==> src/rtl/seq_multiplier.sv <==
// Iterative signed multiply-add p = q*b + r: radix-2 shift-add on magnitudes, sign/addend fix-up last.
// Define MULT_DEBUG_PORTS_EN to expose showcount/showacc/showactive/showstate observability ports.
module seq_multiplier #(
    parameter int WIDTH = 32
) (
    input  logic               clk,
    input  logic               rst_n,
    input  logic               in_en,
    input  logic [WIDTH-1:0]   q,
    input  logic [WIDTH-1:0]   b,
    input  logic [WIDTH-1:0]   r,
    output logic               out_en,
    output logic               error,
    output logic [WIDTH-1:0]   p,
    output logic               busy
`ifdef MULT_DEBUG_PORTS_EN
    ,
    output logic [WIDTH-1:0]   showcount,
    output logic [2*WIDTH-1:0] showacc,
    output logic               showactive,
    output logic [1:0]         showstate
`endif
);

    typedef enum logic [1:0] {
        IDLE = 2'd0,
        RUN  = 2'd1,
        FIX  = 2'd2,
        DONE = 2'd3
    } state_t;

    localparam logic [WIDTH-1:0] LAST_ITER = WIDTH'(WIDTH - 1);

    state_t             state_q,  state_d;
    logic [WIDTH-1:0]   count_q,  count_d;
    logic [2*WIDTH-1:0] acc_q,    acc_d;
    logic [2*WIDTH-1:0] mcand_q,  mcand_d;   // |q| pre-shifted by the iteration count
    logic [WIDTH-1:0]   mplier_q, mplier_d;  // |b| shifted right so bit 0 is the current bit
    logic               neg_q,    neg_d;
    logic [WIDTH-1:0]   r_q,      r_d;
    logic [WIDTH-1:0]   p_q,      p_d;
    logic               error_q,  error_d;
    logic               out_en_q, out_en_d;
    logic               busy_q,   busy_d;
    logic [2*WIDTH:0]   full;

    always_comb begin
        // NOTE: every signal gets a default before the case so no path leaves it unassigned (no latches).
        state_d  = state_q;
        count_d  = count_q;
        acc_d    = acc_q;
        mcand_d  = mcand_q;
        mplier_d = mplier_q;
        neg_d    = neg_q;
        r_d      = r_q;
        p_d      = p_q;
        error_d  = error_q;
        out_en_d = 1'b0;
        full     = '0;

        case (state_q)
            IDLE: begin
                if (in_en) begin
                    mcand_d  = {{WIDTH{1'b0}}, (q[WIDTH-1] ? -q : q)};
                    mplier_d = b[WIDTH-1] ? -b : b;
                    neg_d    = q[WIDTH-1] ^ b[WIDTH-1];
                    r_d      = r;
                    acc_d    = '0;
                    count_d  = '0;
                    state_d  = RUN;
                end
            end
            RUN: begin
                if (mplier_q[0]) begin
                    acc_d = acc_q + mcand_q;
                end
                mcand_d  = mcand_q << 1;
                mplier_d = mplier_q >> 1;
                count_d  = count_q + WIDTH'(1);
                if (count_q == LAST_ITER) begin
                    state_d = FIX;
                end
            end
            FIX: begin
                full = (neg_q ? -{1'b0, acc_q} : {1'b0, acc_q})
                     + {{(WIDTH+1){r_q[WIDTH-1]}}, r_q};
                p_d  = full[WIDTH-1:0];
                // In range iff every bit from the result sign upward is a copy of it.
                error_d  = !((&full[2*WIDTH:WIDTH-1]) || !(|full[2*WIDTH:WIDTH-1]));
                out_en_d = 1'b1;
                state_d  = DONE;
            end
            DONE: begin
                state_d = IDLE;
            end
            default: state_d = IDLE;
        endcase

        busy_d = (state_d != IDLE);
    end

    // NOTE: sequential state uses non-blocking assignments so all flops update together at the edge.
    always_ff @(posedge clk or negedge rst_n) begin
        if (!rst_n) begin
            state_q  <= IDLE;
            count_q  <= '0;
            acc_q    <= '0;
            mcand_q  <= '0;
            mplier_q <= '0;
            neg_q    <= 1'b0;
            r_q      <= '0;
            p_q      <= '0;
            error_q  <= 1'b0;
            out_en_q <= 1'b0;
            busy_q   <= 1'b0;
        end else begin
            state_q  <= state_d;
            count_q  <= count_d;
            acc_q    <= acc_d;
            mcand_q  <= mcand_d;
            mplier_q <= mplier_d;
            neg_q    <= neg_d;
            r_q      <= r_d;
            p_q      <= p_d;
            error_q  <= error_d;
            out_en_q <= out_en_d;
            busy_q   <= busy_d;
        end
    end

    assign out_en = out_en_q;
    assign error  = error_q;
    assign p      = p_q;
    assign busy   = busy_q;

`ifdef MULT_DEBUG_PORTS_EN
    assign showcount  = count_q;
    assign showacc    = acc_q;
    assign showactive = (state_q == RUN);
    assign showstate  = state_q;
`endif

endmodule

==> config.mk <==
export PLATFORM = sky130hd
export DESIGN_NAME = seq_multiplier
export DESIGN_NICKNAME = d
export VERILOG_FILES = /design/src/rtl/seq_multiplier.sv
export SDC_FILE = /design/constraint.sdc
export NUM_CORES = 1
export LEC_CHECK = 0
export ABC_AREA = 1
export BUFFER_PORTS_ARGS = -buffer_cell sky130_fd_sc_hd__buf_2
export CORE_MARGIN = 1.5
export CORE_UTILIZATION = 33
export DETAILED_ROUTE_END_ITERATION = 8
export SKIP_CTS_REPAIR_TIMING = 1
export SYNTH_ARGS = -nofsm -noshare
export SYNTH_HDL_FRONTEND = slang
export SYNTH_SLANG_ARGS = --single-unit
==> constraint.sdc <==
create_clock -name clk -period 4.84 [get_ports clk]
set_clock_uncertainty 0.1 [all_clocks]
set_input_delay 0.242 -clock clk [delete_from_list [all_inputs] [get_ports clk]]
set_output_delay 0.242 -clock clk [all_outputs]
set_load 0.05 [all_outputs]
# ---- After elaboration in Yosys (flattened, before gate mapping)
# Index checks and enable logic that the tools add are counted.
dict set report word_totals {
  output_inout_bits 35
  in_bits 99
  ff_bits 262
}
dict set report classes {
  add_sub_neg 6
  n_reduce_logical 11
  mux 16
  n_eq_ne 6
  bitwise_logic 1
}
# operator count
set op_table {}
lappend op_table {{$pmux W64 S2} 2}
lappend op_table {{$mux W64} 3}
lappend op_table {{$mux W32} 4}
lappend op_table {{$pmux W32 S2} 2}
lappend op_table {{$add A65 B65 Y65} 1}
lappend op_table {{$mux W65} 1}
lappend op_table {{$neg A64 Y65} 1}
lappend op_table {{$add A64 B64 Y64} 1}
lappend op_table {{$neg A32 Y32} 2}
lappend op_table {{$reduce_and A34 Y1} 1}
lappend op_table {{$reduce_or A34 Y1} 1}
lappend op_table {{$add A32 B1 Y32 const B} 1}
lappend op_table {{$eq A32 B5 Y1 const B} 1}
lappend op_table {{$pmux W2 S4} 1}
lappend op_table {{$eq A2 B2 Y1 const B} 2}
lappend op_table {{$mux W2} 2}
lappend op_table {{$ne A2 B2 Y1 const B} 2}
lappend op_table {{$reduce_and A2 Y1} 2}
lappend op_table {{$reduce_bool A2 Y1} 2}
lappend op_table {{$reduce_and A3 Y1} 1}
lappend op_table {{$eq A2 B1 Y1 const B} 1}
lappend op_table {{$logic_not A1 Y1} 2}
lappend op_table {{$logic_not A2 Y1} 1}
lappend op_table {{$logic_or A1 B1 Y1} 1}
lappend op_table {{other kinds (2)} 2}

# ---- Depth between registers and ports, before layout
dict set report logic_depth {
  word_depth 7
  ltp_mapped 34
  ltp_nobuf 34
}

# ---- Worst setup path before layout
# No wires, ideal clock.
dict set report synth_path {
  path_type {register -> register}
  from {register acc_q[1]}
  to {register error_q, in the netlist error}
  arrival_ps 3646
  slack_ps 976
  path_buffers 0
  synth_period_minus_slack_ps 3864
  stages_incl_launch_ff 33
  path_cell_list {dfrtp_1 inv_1 ha_1 nand4_1 nor2_2 nand2_1 inv_1 nand2_1 nor2_2 nand3_1 nand2_1 nand2_1 a211oi_2 o21ai_1 xor2_1 ha_1 nand2_1 inv_1 nand2_1 nor3_1 nand2_1 nor2_1 nand2_1 nand2_1 nand2_1 nand2_1 nand2_1 nor2_1 nand2_1 nor2_1 nand2_1 nand3_1 nand2_1}
}
dict set report synth_between {
  elab_chain_cells 7
  word_cells_on_any_way 8
  cone_classes {add/sub: 2; mux: 1; reduce/logical: 5}
}
# item line
set synth_rtl {}
lappend synth_rtl {{start: declaration} 36} ;# logic [2*WIDTH-1:0] acc_q, acc_d;
lappend synth_rtl {{start signal: assignment} 107} ;# acc_q <= '0;
lappend synth_rtl {{start signal: assignment} 119} ;# acc_q <= acc_d;
lappend synth_rtl {{$neg A64 Y65} 85} ;# full = (neg_q ? -{1'b0, acc_q} : {1'b0, acc_q})
lappend synth_rtl {{$mux W65 *} 85}
lappend synth_rtl {{$add A65 B65 Y65 *} 86} ;# + {{(WIDTH+1){r_q[WIDTH-1]}}, r_q};
lappend synth_rtl {{$reduce_or A34 Y1} 89} ;# error_d = !((&full[2*WIDTH:WIDTH-1]) || !(|full[2*WIDTH:WIDTH-1]));
lappend synth_rtl {{$logic_not A1 Y1} 89}
lappend synth_rtl {{$logic_or A1 B1 Y1 *} 89}
lappend synth_rtl {{$logic_not A1 Y1 *} 89}
lappend synth_rtl {{end signal: assignment} 125} ;# error_q <= error_d;
lappend synth_rtl {{end: declaration} 42} ;# logic error_q, error_d;
# Mark *: on every way between the ends. The rest lies on a longest branch, timed or not.
# A chain may end at the register's enable or synchronous reset.

# ---- Final worst setup path
# Ends and elaborated chain as after synthesis.

==> results_dict.tcl <==
set metrics [dict create \
    status "completed" \
    register_area_um2 6559 \
    yosys_most_used_dff "dfrtp_1" \
    layout-drive-gt1-share_pct 8.026 \
    dr.pass1.iters 7 \
    ys_types 52 \
    grt_overflow 0 \
    yosysSeqAreaShare_pct 27.36 \
    grt_pass1_wl_mm 128.2 \
    io_pins 134 \
    start_kind "register" \
    crit_top_cell "nand2_1" \
    avgSynthCellArea_um2 6.171 \
    cts-root-buf "clkbuf_16" \
    drt_iter0_drc 1798 \
    clock_path_buffers 3 \
    drcViolationCount 0 \
    clk-insertion-delay-late_ns 0.62 \
    grt_max_degree 119 \
    synth-edff-count 0 \
    place.gp.congestion 0.9867 \
    cp.arrival_ns 4.97 \
    antenna_left 0 \
    worstPathRequired_ns 5.25 \
    critPathTopFamily "simple AND/OR/NAND/NOR gates" \
    syn_inst 3883 \
    finalHoldViolations 0 \
    critical_path_class "register to register" \
    antenna_found_initial 1 \
    h-tree-depth 1 \
    syn_area_um2 23960 \
    peakVddDrop_mv 0.2637 \
    path_buf_inv 5 \
    placed_area_um2 25910 \
    cts_tree "yes" \
    min_period_ns 4.558 \
    vias 25292 \
    fin_area_um2 28380 \
    wl_per_cell_um 16.36 \
    final_core_util_pct 39.57 \
    area.growth.synth_to_final_pct 18.45 \
    cp_slowest_stage_delay_ns 0.44 \
    fmaxAchievable_mhz 219.4 \
    drv_slew 0 \
    grt_pass1_vias 23562 \
    crit_path_top_delay_cell "dfrtp_2" \
    async_flop_share_pct 100.0 \
    via_per_inst 4.960 \
    die_area_um2 74240 \
    endpoint_kind "register" \
    power_per_cell_area_nw_per_um2 248.4 \
    antennaDiodeCount 0 \
    hpwlAfterDp_mm 66.84 \
    numCtsBuffers 31 \
    grt.total_usage_pct 21.73 \
    clkTransAtPathRegs_ns 0.08 \
    finalCritPeriodShare_pct 94.17 \
    clkSinkCount 262 \
    num-nets-final 4358 \
    min_path_type "primary input to register" \
    yosys_warnings 0 \
    finalSetupViolCount 0 \
    worst_pin_slew_ns 1.219 \
    crit_fanout 4 \
    drv_cap 0 \
    die_w_um 272.5 \
    fp.dieH_um 272.5 \
    synth_fp_nets 4117 \
    ys_seq_elements 262 \
    port_buffers 133 \
    p_leak_nw 15.14 \
    fillers 7766 \
    core-area_um2 71730 \
    drt_wl_total_mm 83.44 \
    slew_headroom_pct 18.62 \
    multiInputGateArea_um2 15000 \
    core.rowCount 98 \
    start_util_pct 33.40 \
]
## kinds of logic (layout without fill, tap and decap cells)
group	count (synthesis)	in the layout	share of synthesized area [%]
and+or+nand+nor	1961	1961	33.58
buffers and inverters	711	977	11.14
DFF	262	262	27.36
xor gates and xnor gates	133	133	4.861
AOI/OAI and AO/OA	679	679	15.86
muxes	2	2	0.08355
adders and majority gates	135	135	7.112
## path summary, 6_finish.rpt
kind | startpoint | endpoint | slack (ns) | cells past startpoint
min reg2reg | p[0] | p[0] | 0.37 | 2
max | acc_q[1] | error | 0.28 | 33
max reg2reg | acc_q[1] | error | 0.28 | 33
min | q[1] | mcand_q[3] | 0.04 | 5
max in group asynchronous | rst_n | acc_q[41] | 3.41 | 3
min in group asynchronous | rst_n | p[9] | 0.07 | 2
## metal layers
metal,share of wire (%),global-route usage [%]
met5,0,0
met4,3.8,8.158
met3,5.3,2.089
met2,43,33.90
met1,48,30.90
## flip-flops by register name, summed over array words and instances (netlist names)
name      flops
count_q      32
acc_q        64
r_q          32
error         1
p            32
out_en        1
state_q       2
busy          1
mcand_q      64
mplier_q     32
neg_q         1
## worst register-to-register path: cells and delay by family, from the launching register on
family          cells  cell delay, ns
fa+ha+maj           2            0.54
simple gates       24            2.46
xor+xnor            1            0.07
buf+inv             5            0.57
compound gates      1            0.29
flops               1            0.44
## stage by stage
step	std cells	hold slack, ns	power (mW)	setup TNS (ns)	worst slack [ns]
after global routing	5099	0.08252	7.411	-0.03949	-0.03949
after CTS	4994	-0.5085	6.966	-0.2033	-0.2033
after detailed placement	4936	0.1376	4.120	-0.1887	-0.1887
final	5099	0.04266	7.049	0	0.2822
after global placement	4936	0.1418	4.116	-0.1357	-0.1357
after floorplan	3883	-0.1536	3.526	0	0.9765
## cell usage in the layout, fill, tap and decap left out, types with 6 or more instances in the layout
master / n
a21boi_0: 6
a21o_1: 12
a21oi_1: 208
a22oi_1: 55
a31oi_1: 12
buf_2: 132
buf_4: 48
bufinv_16: 10
clkbuf_16: 31
dfrtp_1: 260
dlygate4sd3_1: 96
ha_1: 123
inv_1: 629
inv_2: 9
nand2_1: 1196
nand2_2: 11
nand3_1: 166
nand3_2: 6
nand4_1: 39
nor2_1: 396
nor2_2: 21
nor2_4: 7
nor3_1: 49
nor3_2: 8
nor4_1: 33
o211ai_1: 7
o21a_1: 8
o21ai_0: 269
o21ai_1: 12
o21bai_1: 9
o22ai_1: 51
o31ai_1: 8
xnor2_1: 42
xor2_1: 90
## synth_stat cells, types with 39 or more instances
library cell	count	area, µm²
o21ai_0	272	1361
nor3_1	53	265.3
ha_1	133	1664
xnor2_1	42	367.9
dfrtp_1	262	6556
inv_1	632	2372
nor2_1	412	1546
nand3_1	171	855.8
nand4_1	39	244.0
clkbuf_1	60	225.2
nand2_1	1203	4516
a22oi_1	55	412.9
o22ai_1	51	319.1
xor2_1	91	797.0
a21oi_1	211	1056
## where the power goes
part | switching, mW | leakage, nW | internal [mW] | total (mW)
combinational | 1.24 | 11.2 | 0.624 | 1.86
clock | 1.07 | 0.593 | 1.75 | 2.82
sequential | 0.111 | 3.35 | 2.25 | 2.36
total | 2.42 | 15.1 | 4.62 | 7.05
## final cells by class
class,count,area share [%]
sequential,262,23.11
tap,950,4.188
clock inverter,22,1.397
timing repair buffer,278,7.106
multi-input combinational,2910,52.85
inverter,641,8.477
clock buffer,36,2.870
Power figures use the tool's default switching activity.
